===== config.mk =====
export PLATFORM = sky130hd
export DESIGN_NAME = decode_stage
export DESIGN_NICKNAME = d
export VERILOG_FILES = /design/src/rtl/decode_stage.sv
export SDC_FILE = /design/constraint.sdc
export NUM_CORES = 1
export LEC_CHECK = 0
export CAP_MARGIN = 20
export CORE_MARGIN = 4
export CORE_UTILIZATION = 45
export DETAILED_ROUTE_END_ITERATION = 6
export PLACE_DENSITY = 0.69
export SETUP_SLACK_MARGIN = 0.3
export SLEW_MARGIN = 20
export SYNTH_ARGS = -nofsm -noshare
export SYNTH_HDL_FRONTEND = slang
export SYNTH_SLANG_ARGS = --single-unit

===== constraint.sdc =====
create_clock -name clk -period 4.7 [get_ports clk]
set_clock_uncertainty 0.1 [all_clocks]
set_input_delay 0.705 -clock clk [delete_from_list [all_inputs] [get_ports clk]]
set_output_delay 0.705 -clock clk [all_outputs]
set_load 0.005 [all_outputs]

===== src/rtl/decode_stage.sv =====
`default_nettype none
// ============================================================================
// decode_stage : registered RV32I/RV64I decode with skid buffer, flush and
//                load-use bubble insertion.
// Revision 1.0
// ============================================================================
module decode_stage #(
  parameter int XLEN      = 32,
  parameter int HAZARD_EN = 1
) (
  input  logic            clk,
  input  logic            rst_n,
  input  logic            flush,
  input  logic            in_valid,
  output logic            in_ready,
  input  logic [31:0]     in_instr,
  input  logic [XLEN-1:0] in_pc,
  output logic            out_valid,
  input  logic            out_ready,
  output logic [XLEN-1:0] out_pc,
  output logic [4:0]      out_rd,
  output logic [4:0]      out_rs1,
  output logic [4:0]      out_rs2,
  output logic [XLEN-1:0] out_imm,
  output logic [3:0]      out_alu_op,
  output logic [1:0]      out_alu_src,
  output logic [1:0]      out_branch_sel,
  output logic            out_mr,
  output logic            out_mtr,
  output logic            out_mw,
  output logic            out_rw,
  output logic            out_illegal
);

  localparam logic [6:0] c_op_r      = 7'b0110011;
  localparam logic [6:0] c_op_imm    = 7'b0010011;
  localparam logic [6:0] c_op_load   = 7'b0000011;
  localparam logic [6:0] c_op_store  = 7'b0100011;
  localparam logic [6:0] c_op_branch = 7'b1100011;
  localparam logic [6:0] c_op_jal    = 7'b1101111;
  localparam logic [6:0] c_op_jalr   = 7'b1100111;
  localparam logic [6:0] c_op_lui    = 7'b0110111;
  localparam logic [6:0] c_op_auipc  = 7'b0010111;
  localparam logic [6:0] c_f7_alt    = 7'b0100000;

  localparam logic [3:0] c_alu_add  = 4'd0;
  localparam logic [3:0] c_alu_sub  = 4'd1;
  localparam logic [3:0] c_alu_sll  = 4'd2;
  localparam logic [3:0] c_alu_slt  = 4'd3;
  localparam logic [3:0] c_alu_sltu = 4'd4;
  localparam logic [3:0] c_alu_xor  = 4'd5;
  localparam logic [3:0] c_alu_srl  = 4'd6;
  localparam logic [3:0] c_alu_sra  = 4'd7;
  localparam logic [3:0] c_alu_or   = 4'd8;
  localparam logic [3:0] c_alu_and  = 4'd9;

  typedef struct packed {
    logic [4:0]      rd;
    logic [4:0]      rs1;
    logic [4:0]      rs2;
    logic [XLEN-1:0] imm;
    logic [3:0]      alu_op;
    logic [1:0]      alu_src;
    logic [1:0]      bsel;
    logic            mr;
    logic            mtr;
    logic            mw;
    logic            rw;
    logic            illegal;
  } dec_t;

  function automatic logic [3:0] alu_from_f3(input logic [2:0] f3, input logic alt);
    logic [3:0] op;
    case (f3)
      3'b000:  op = alt ? c_alu_sub : c_alu_add;
      3'b001:  op = c_alu_sll;
      3'b010:  op = c_alu_slt;
      3'b011:  op = c_alu_sltu;
      3'b100:  op = c_alu_xor;
      3'b101:  op = alt ? c_alu_sra : c_alu_srl;
      3'b110:  op = c_alu_or;
      default: op = c_alu_and;
    endcase
    return op;
  endfunction

  function automatic dec_t decode(input logic [31:0] instr);
    dec_t        d;
    logic [6:0]  opc;
    logic [6:0]  f7;
    logic [2:0]  f3;
    logic [63:0] imm64;
    opc   = instr[6:0];
    f3    = instr[14:12];
    f7    = instr[31:25];
    imm64 = '0;
    d     = '0;
    d.rd  = instr[11:7];
    d.rs1 = instr[19:15];
    d.rs2 = instr[24:20];
    case (opc)
      c_op_r: begin
        d.rw      = 1'b1;
        d.alu_op  = alu_from_f3(f3, f7[5]);
        d.illegal = !((f7 == 7'b0) ||
                      ((f7 == c_f7_alt) && ((f3 == 3'b000) || (f3 == 3'b101))));
      end
      c_op_imm: begin
        d.rw      = 1'b1;
        d.alu_src = 2'd1;
        imm64     = {{52{instr[31]}}, instr[31:20]};
        // funct7 only qualifies the shift encodings; addi never becomes sub
        d.alu_op  = alu_from_f3(f3, (f3 == 3'b101) && f7[5]);
        if (f3 == 3'b001)
          d.illegal = (f7 != 7'b0);
        else if (f3 == 3'b101)
          d.illegal = (f7 != 7'b0) && (f7 != c_f7_alt);
      end
      c_op_load: begin
        d.alu_src = 2'd1;
        d.mr      = 1'b1;
        d.mtr     = 1'b1;
        d.rw      = 1'b1;
        imm64     = {{52{instr[31]}}, instr[31:20]};
      end
      c_op_store: begin
        d.alu_src = 2'd1;
        d.mw      = 1'b1;
        imm64     = {{52{instr[31]}}, instr[31:25], instr[11:7]};
      end
      c_op_branch: begin
        d.alu_op = c_alu_sub;
        d.bsel   = 2'd1;
        imm64    = {{52{instr[31]}}, instr[7], instr[30:25], instr[11:8], 1'b0};
      end
      c_op_jal: begin
        d.bsel = 2'd2;
        d.rw   = 1'b1;
        imm64  = {{44{instr[31]}}, instr[19:12], instr[20], instr[30:21], 1'b0};
      end
      c_op_jalr: begin
        d.bsel    = 2'd3;
        d.rw      = 1'b1;
        d.alu_src = 2'd1;
        imm64     = {{52{instr[31]}}, instr[31:20]};
      end
      c_op_lui: begin
        d.alu_src = 2'd3;
        d.rw      = 1'b1;
        imm64     = {{32{instr[31]}}, instr[31:12], 12'b0};
      end
      c_op_auipc: begin
        d.alu_src = 2'd2;
        d.rw      = 1'b1;
        imm64     = {{32{instr[31]}}, instr[31:12], 12'b0};
      end
      default: d.illegal = 1'b1;
    endcase
    d.imm = imm64[XLEN-1:0];
    if (d.illegal) begin
      d.mr      = 1'b0;
      d.mtr     = 1'b0;
      d.mw      = 1'b0;
      d.rw      = 1'b0;
      d.bsel    = 2'd0;
      d.alu_op  = c_alu_add;
      d.alu_src = 2'd0;
      d.imm     = '0;
    end
    return d;
  endfunction

  logic            r_out_valid;
  dec_t            r_out;
  logic [XLEN-1:0] r_out_pc;
  logic            r_skid_valid;
  logic [31:0]     r_skid_instr;
  logic [XLEN-1:0] r_skid_pc;

  logic [31:0]     w_cand_instr;
  logic [XLEN-1:0] w_cand_pc;
  logic            w_cand_valid;
  logic            w_can_load;
  logic            w_shadow;
  logic            w_use_rs1;
  logic            w_use_rs2;
  logic            w_hazard;
  logic            w_load;
  dec_t            w_dec;

  assign w_cand_instr = r_skid_valid ? r_skid_instr : in_instr;
  assign w_cand_pc    = r_skid_valid ? r_skid_pc : in_pc;
  assign w_cand_valid = r_skid_valid || in_valid;
  assign w_can_load   = !r_out_valid || out_ready;
  assign w_dec        = decode(w_cand_instr);

  // A load leaving this edge enters execute; a dependent candidate must wait one cycle.
  assign w_shadow  = (HAZARD_EN != 0) && r_out_valid && out_ready && r_out.mr && (r_out.rd != 5'd0);
  assign w_use_rs1 = (w_cand_instr[6:0] == c_op_r)     || (w_cand_instr[6:0] == c_op_imm)   ||
                     (w_cand_instr[6:0] == c_op_load)  || (w_cand_instr[6:0] == c_op_store) ||
                     (w_cand_instr[6:0] == c_op_branch)|| (w_cand_instr[6:0] == c_op_jalr);
  assign w_use_rs2 = (w_cand_instr[6:0] == c_op_r)     || (w_cand_instr[6:0] == c_op_store) ||
                     (w_cand_instr[6:0] == c_op_branch);
  assign w_hazard  = w_shadow &&
                     ((w_use_rs1 && (w_cand_instr[19:15] == r_out.rd)) ||
                      (w_use_rs2 && (w_cand_instr[24:20] == r_out.rd)));
  assign w_load    = w_can_load && w_cand_valid && !w_hazard;

  always_ff @(posedge clk or negedge rst_n) begin
    if (!rst_n) begin
      r_out_valid  <= 1'b0;
      r_out        <= '0;
      r_out_pc     <= '0;
      r_skid_valid <= 1'b0;
      r_skid_instr <= '0;
      r_skid_pc    <= '0;
    end else if (flush) begin
      r_out_valid  <= 1'b0;
      r_skid_valid <= 1'b0;
    end else begin
      if (w_load) begin
        r_out_valid <= 1'b1;
        r_out       <= w_dec;
        r_out_pc    <= w_cand_pc;
      end else if (w_can_load) begin
        r_out_valid <= 1'b0;
      end
      // in_ready is low while the skid is occupied, so a pop never races a push
      if (r_skid_valid) begin
        if (w_load)
          r_skid_valid <= 1'b0;
      end else if (in_valid && !w_load) begin
        r_skid_valid <= 1'b1;
        r_skid_instr <= in_instr;
        r_skid_pc    <= in_pc;
      end
    end
  end

  assign in_ready       = !r_skid_valid;
  assign out_valid      = r_out_valid;
  assign out_pc         = r_out_pc;
  assign out_rd         = r_out.rd;
  assign out_rs1        = r_out.rs1;
  assign out_rs2        = r_out.rs2;
  assign out_imm        = r_out.imm;
  assign out_alu_op     = r_out.alu_op;
  assign out_alu_src    = r_out.alu_src;
  assign out_branch_sel = r_out.bsel;
  assign out_mr         = r_out.mr;
  assign out_mtr        = r_out.mtr;
  assign out_mw         = r_out.mw;
  assign out_rw         = r_out.rw;
  assign out_illegal    = r_out.illegal;

endmodule
`default_nettype wire


==> reports/summary.txt <==
WL per Instance: 19.52 um
Die area: 19680 um2
Logic depth of the worst path, buffers included: 7
Total Negative Setup Slacks: 0 ns
Worst setup slack after placement: 0.7654 ns
Number of global-route vias before repair: 5730
Highest Clock Rate: 268.7 MHz
Fraction of layout instances using a drive strength above 1: 0.2602
Biggest cell delay along the critical path: 0.90 ns
Type of destination of the critical path: flip-flop
CTS Buffer Depth: 2
Layout Cells excl Fill: 982
Max-slew headroom: 0.3756
Final hold viol count: 0
Most common cell after layout, fill and taps aside: sky130_fd_sc_hd__clkdlybuf4s50_1
Clock Sinks: 157
Cell area after placement: 9627 um2
Starting density of the core: 0.4570
Worst-case setup margin in the final layout: 0.9786 ns
Result of the run: finished clean
Ratio of total power to cell area: 392.7 nW/um2
Cts repair resizes: 0
Area added between synthesis and finish: 29.93%
Path type of the worst min-delay path: in2async
Overflow left after global routing: 0
Width of the die: 140.3 um
CTS hold repair buffers: 0
Leakage power total: 4.134 nW
Final wirelength: 19170 um
Final Total Pwr: 4.019 mW
Worst-case hold slack: 0.3049 ns
Total number of yosys warnings: 0
WP data required: 4.89 ns
Initial antenna violation count: 0
Share of the clock period used by the worst path: 0.7918
CTS tree: done
Die outline height: 140.3 um
Dominant cell type by area after synthesis: sky130_fd_sc_hd__dfrtp_1
Overall track demand over capacity in global routing: 0.1989
Post-synthesis async set-or-reset flop share: 1.000
Total CTS buffers: 17
Seq cells post-synth: 157
Number of buffers added on ports: 162
Detail Placement HPWL: 13580 um
Buffers plus inverters on the worst setup path: 1
Post-layout minimum cycle time: 3.721 ns
Pin count of the biggest net entering global routing: 106
Worst Setup Path Type: reg2reg
Number of nets at the end of the flow: 813
Final number of setup-violating endpoints: 0
Number of H-tree levels: 4
Slew @ Worst Pin: 0.9367 ns
Clock root buffer: sky130_fd_sc_hd__clkbuf_16
Routing usage on met2: 0.3148
Max_cap viols: 0
Net Count, Synth: 659
Final ANT Viol Nets: 0
Area share of the largest cell type after synthesis: 0.4988
Final routed DRC violation total: 0
Global routing usage on met1: 0.2698
Synth cell types: 52
Post-CTS repair timing setup buffer count: 0
Commonest cells after routing, fill and taps aside: sky130_fd_sc_hd__clkdlybuf4s50_1 (161), sky130_fd_sc_hd__dfrtp_1 (156), sky130_fd_sc_hd__mux2_2 (108)
Critical-path maximum fanout: 53
Max Transition Viols Final: 0
Source-to-sink clock delay at the later pin of the worst-skew pair: 0.42 ns
Row Count: 48
Number of enable flip-flop cells after synthesis: 0
Vias per cell: 5.489
Last weighted congestion value of the routability-driven placer: 0.9163
Worst EP arrival: 3.91 ns
RSZ-0062 raised after global routing: no
Mapped Avg Cell Area: 13.35 um2
Synth top area cells: sky130_fd_sc_hd__dfrtp_1 (50%), sky130_fd_sc_hd__mux2_2 (15%), sky130_fd_sc_hd__mux2_1 (8.3%), sky130_fd_sc_hd__mux2_4 (7.4%), sky130_fd_sc_hd__a21oi_1 (2.1%)
Number of DRC markers after the initial detailed-route iteration: 281
Post-Syn Area: 7876 um2
Post-synthesis cell count: 590
Top FF cell, synth: sky130_fd_sc_hd__dfrtp_1
Met3 GRT Util: 0.06077
Slowest stage cell, crit path: sky130_fd_sc_hd__dfrtp_4
Total number of vias: 5390
Antenna cell count: 0
Clock-pin slew reported for the worst setup and hold paths after clock tree synthesis: 0.06 ns
Number of placed cells counting well taps: 950
Worst Setup Start Kind: flip-flop
Share of the yosys chip area belonging to registers: 0.4988
Top-level I/O count: 163
Post-Route Utilization: 0.5937
Most congested layer reported by global routing: met2
First-pass GRT wire length: 30910 um
Largest delay share family, worst path: multiplexers
Detailed-router iteration count before antenna repair: 4
Final cell area excluding filler cells: 10230 um2
Worst VDD drop: 0.2578 mV
Placeable core region: 17240 um2
List of cells traversed by the critical path: mux2i_1 -> o21ai_0 -> nand4_1 -> a21oi_4 -> o21ai_4 -> buf_12 -> mux2_1
Count of cells along the worst register-to-register path: 7
## worst reg2reg max path, cell delays in order (launching register included)
cell and delay [ns]:
sky130_fd_sc_hd__dfrtp_4 0.90, sky130_fd_sc_hd__mux2i_1 0.75, sky130_fd_sc_hd__o21ai_0 0.21, sky130_fd_sc_hd__nand4_1 0.15, sky130_fd_sc_hd__a21oi_4 0.13, sky130_fd_sc_hd__o21ai_4 0.62, sky130_fd_sc_hd__buf_12 0.37, sky130_fd_sc_hd__mux2_1 0.38
## report_power, final
part	internal [mW]	leakage [nW]	switching, mW
sequential	1.60	1.95	0.171
combinational	0.513	1.89	0.311
clock	0.885	0.298	0.541
total	3.00	4.13	1.02
## Yosys cell counts, types with 2 or more instances
cell and count:
sky130_fd_sc_hd__nor4_1 4, sky130_fd_sc_hd__mux2_1 58, sky130_fd_sc_hd__xnor2_1 8, sky130_fd_sc_hd__o31ai_1 5, sky130_fd_sc_hd__a21oi_1 33, sky130_fd_sc_hd__mux2_2 108, sky130_fd_sc_hd__clkbuf_1 9, sky130_fd_sc_hd__mux2_4 39
sky130_fd_sc_hd__and2_1 3, sky130_fd_sc_hd__nand3b_1 3, sky130_fd_sc_hd__o211ai_1 3, sky130_fd_sc_hd__buf_2 11, sky130_fd_sc_hd__nand2b_1 8, sky130_fd_sc_hd__inv_1 3, sky130_fd_sc_hd__xor2_1 3, sky130_fd_sc_hd__nor2_1 21
sky130_fd_sc_hd__dfrtp_1 157, sky130_fd_sc_hd__nand4_1 3, sky130_fd_sc_hd__buf_1 2, sky130_fd_sc_hd__mux2i_1 15, sky130_fd_sc_hd__or3_1 2, sky130_fd_sc_hd__or4_1 2, sky130_fd_sc_hd__nor3b_1 2, sky130_fd_sc_hd__nand2_1 5
sky130_fd_sc_hd__or3b_1 3, sky130_fd_sc_hd__o41ai_1 6, sky130_fd_sc_hd__a22oi_1 3, sky130_fd_sc_hd__nor3_1 29, sky130_fd_sc_hd__buf_6 14, sky130_fd_sc_hd__o21ai_0 2, sky130_fd_sc_hd__nand3_1 4, sky130_fd_sc_hd__a211oi_1 2
## routing by layer
metal / up-vias / wire length, um / share of wire
met3: 21 / 1284 / 0.067
met2: 186 / 8999 / 0.47
met4: 0 / 233 / 0.012
met1: 2695 / 8656 / 0.45
met5: - / 0 / 0
li1: 2488 / - / -
## flip-flops by register name (all words and copies together), names as in the netlist, 4 cells and up
signal / cells
out_imm: 32
out_pc: 32
r_skid_instr: 32
r_skid_pc: 32
out_rd: 5
out_rs1: 5
out_rs2: 5
out_alu_op: 4
## path summary, 6_finish.rpt
| check | from | to | slack (ns) |
|---|---|---|---|
| max | r_skid_valid$_DFF_PN0_ | r_skid_instr[27]$_DFFE_PN0P_ | 0.98 |
| max in group asynchronous | rst_n | out_alu_op[0]$_DFFE_PN0P_ | 3.13 |
| min in group clk | r_skid_instr[7]$_DFFE_PN0P_ | r_skid_instr[7]$_DFFE_PN0P_ | 0.39 |
| min reg2reg | r_skid_instr[7]$_DFFE_PN0P_ | r_skid_instr[7]$_DFFE_PN0P_ | 0.39 |
| min | rst_n | out_rs1[4]$_DFFE_PN0P_ | 0.30 |
| max reg2reg | r_skid_valid$_DFF_PN0_ | r_skid_instr[27]$_DFFE_PN0P_ | 0.98 |
## layout make-up
cell class,instances,area [um2]
well taps,225,281.5
clock buffers,20,436.7
inverters,3,11.26
fillers,1346,7003
multi-input cells,393,3691
flip-flops and latches,157,3933
clock inverters,12,170.2
repair buffers,172,1710
## cell families after synthesis
family / after synthesis / synth area share
flops: 157 / 0.4988
compound gates: 67 / 0.05735
buf+inv: 40 / 0.03463
mux: 221 / 0.3325
simple gates: 94 / 0.06450
xor+xnor: 11 / 0.01223
Note: power is estimated with default switching activity, not from simulation.
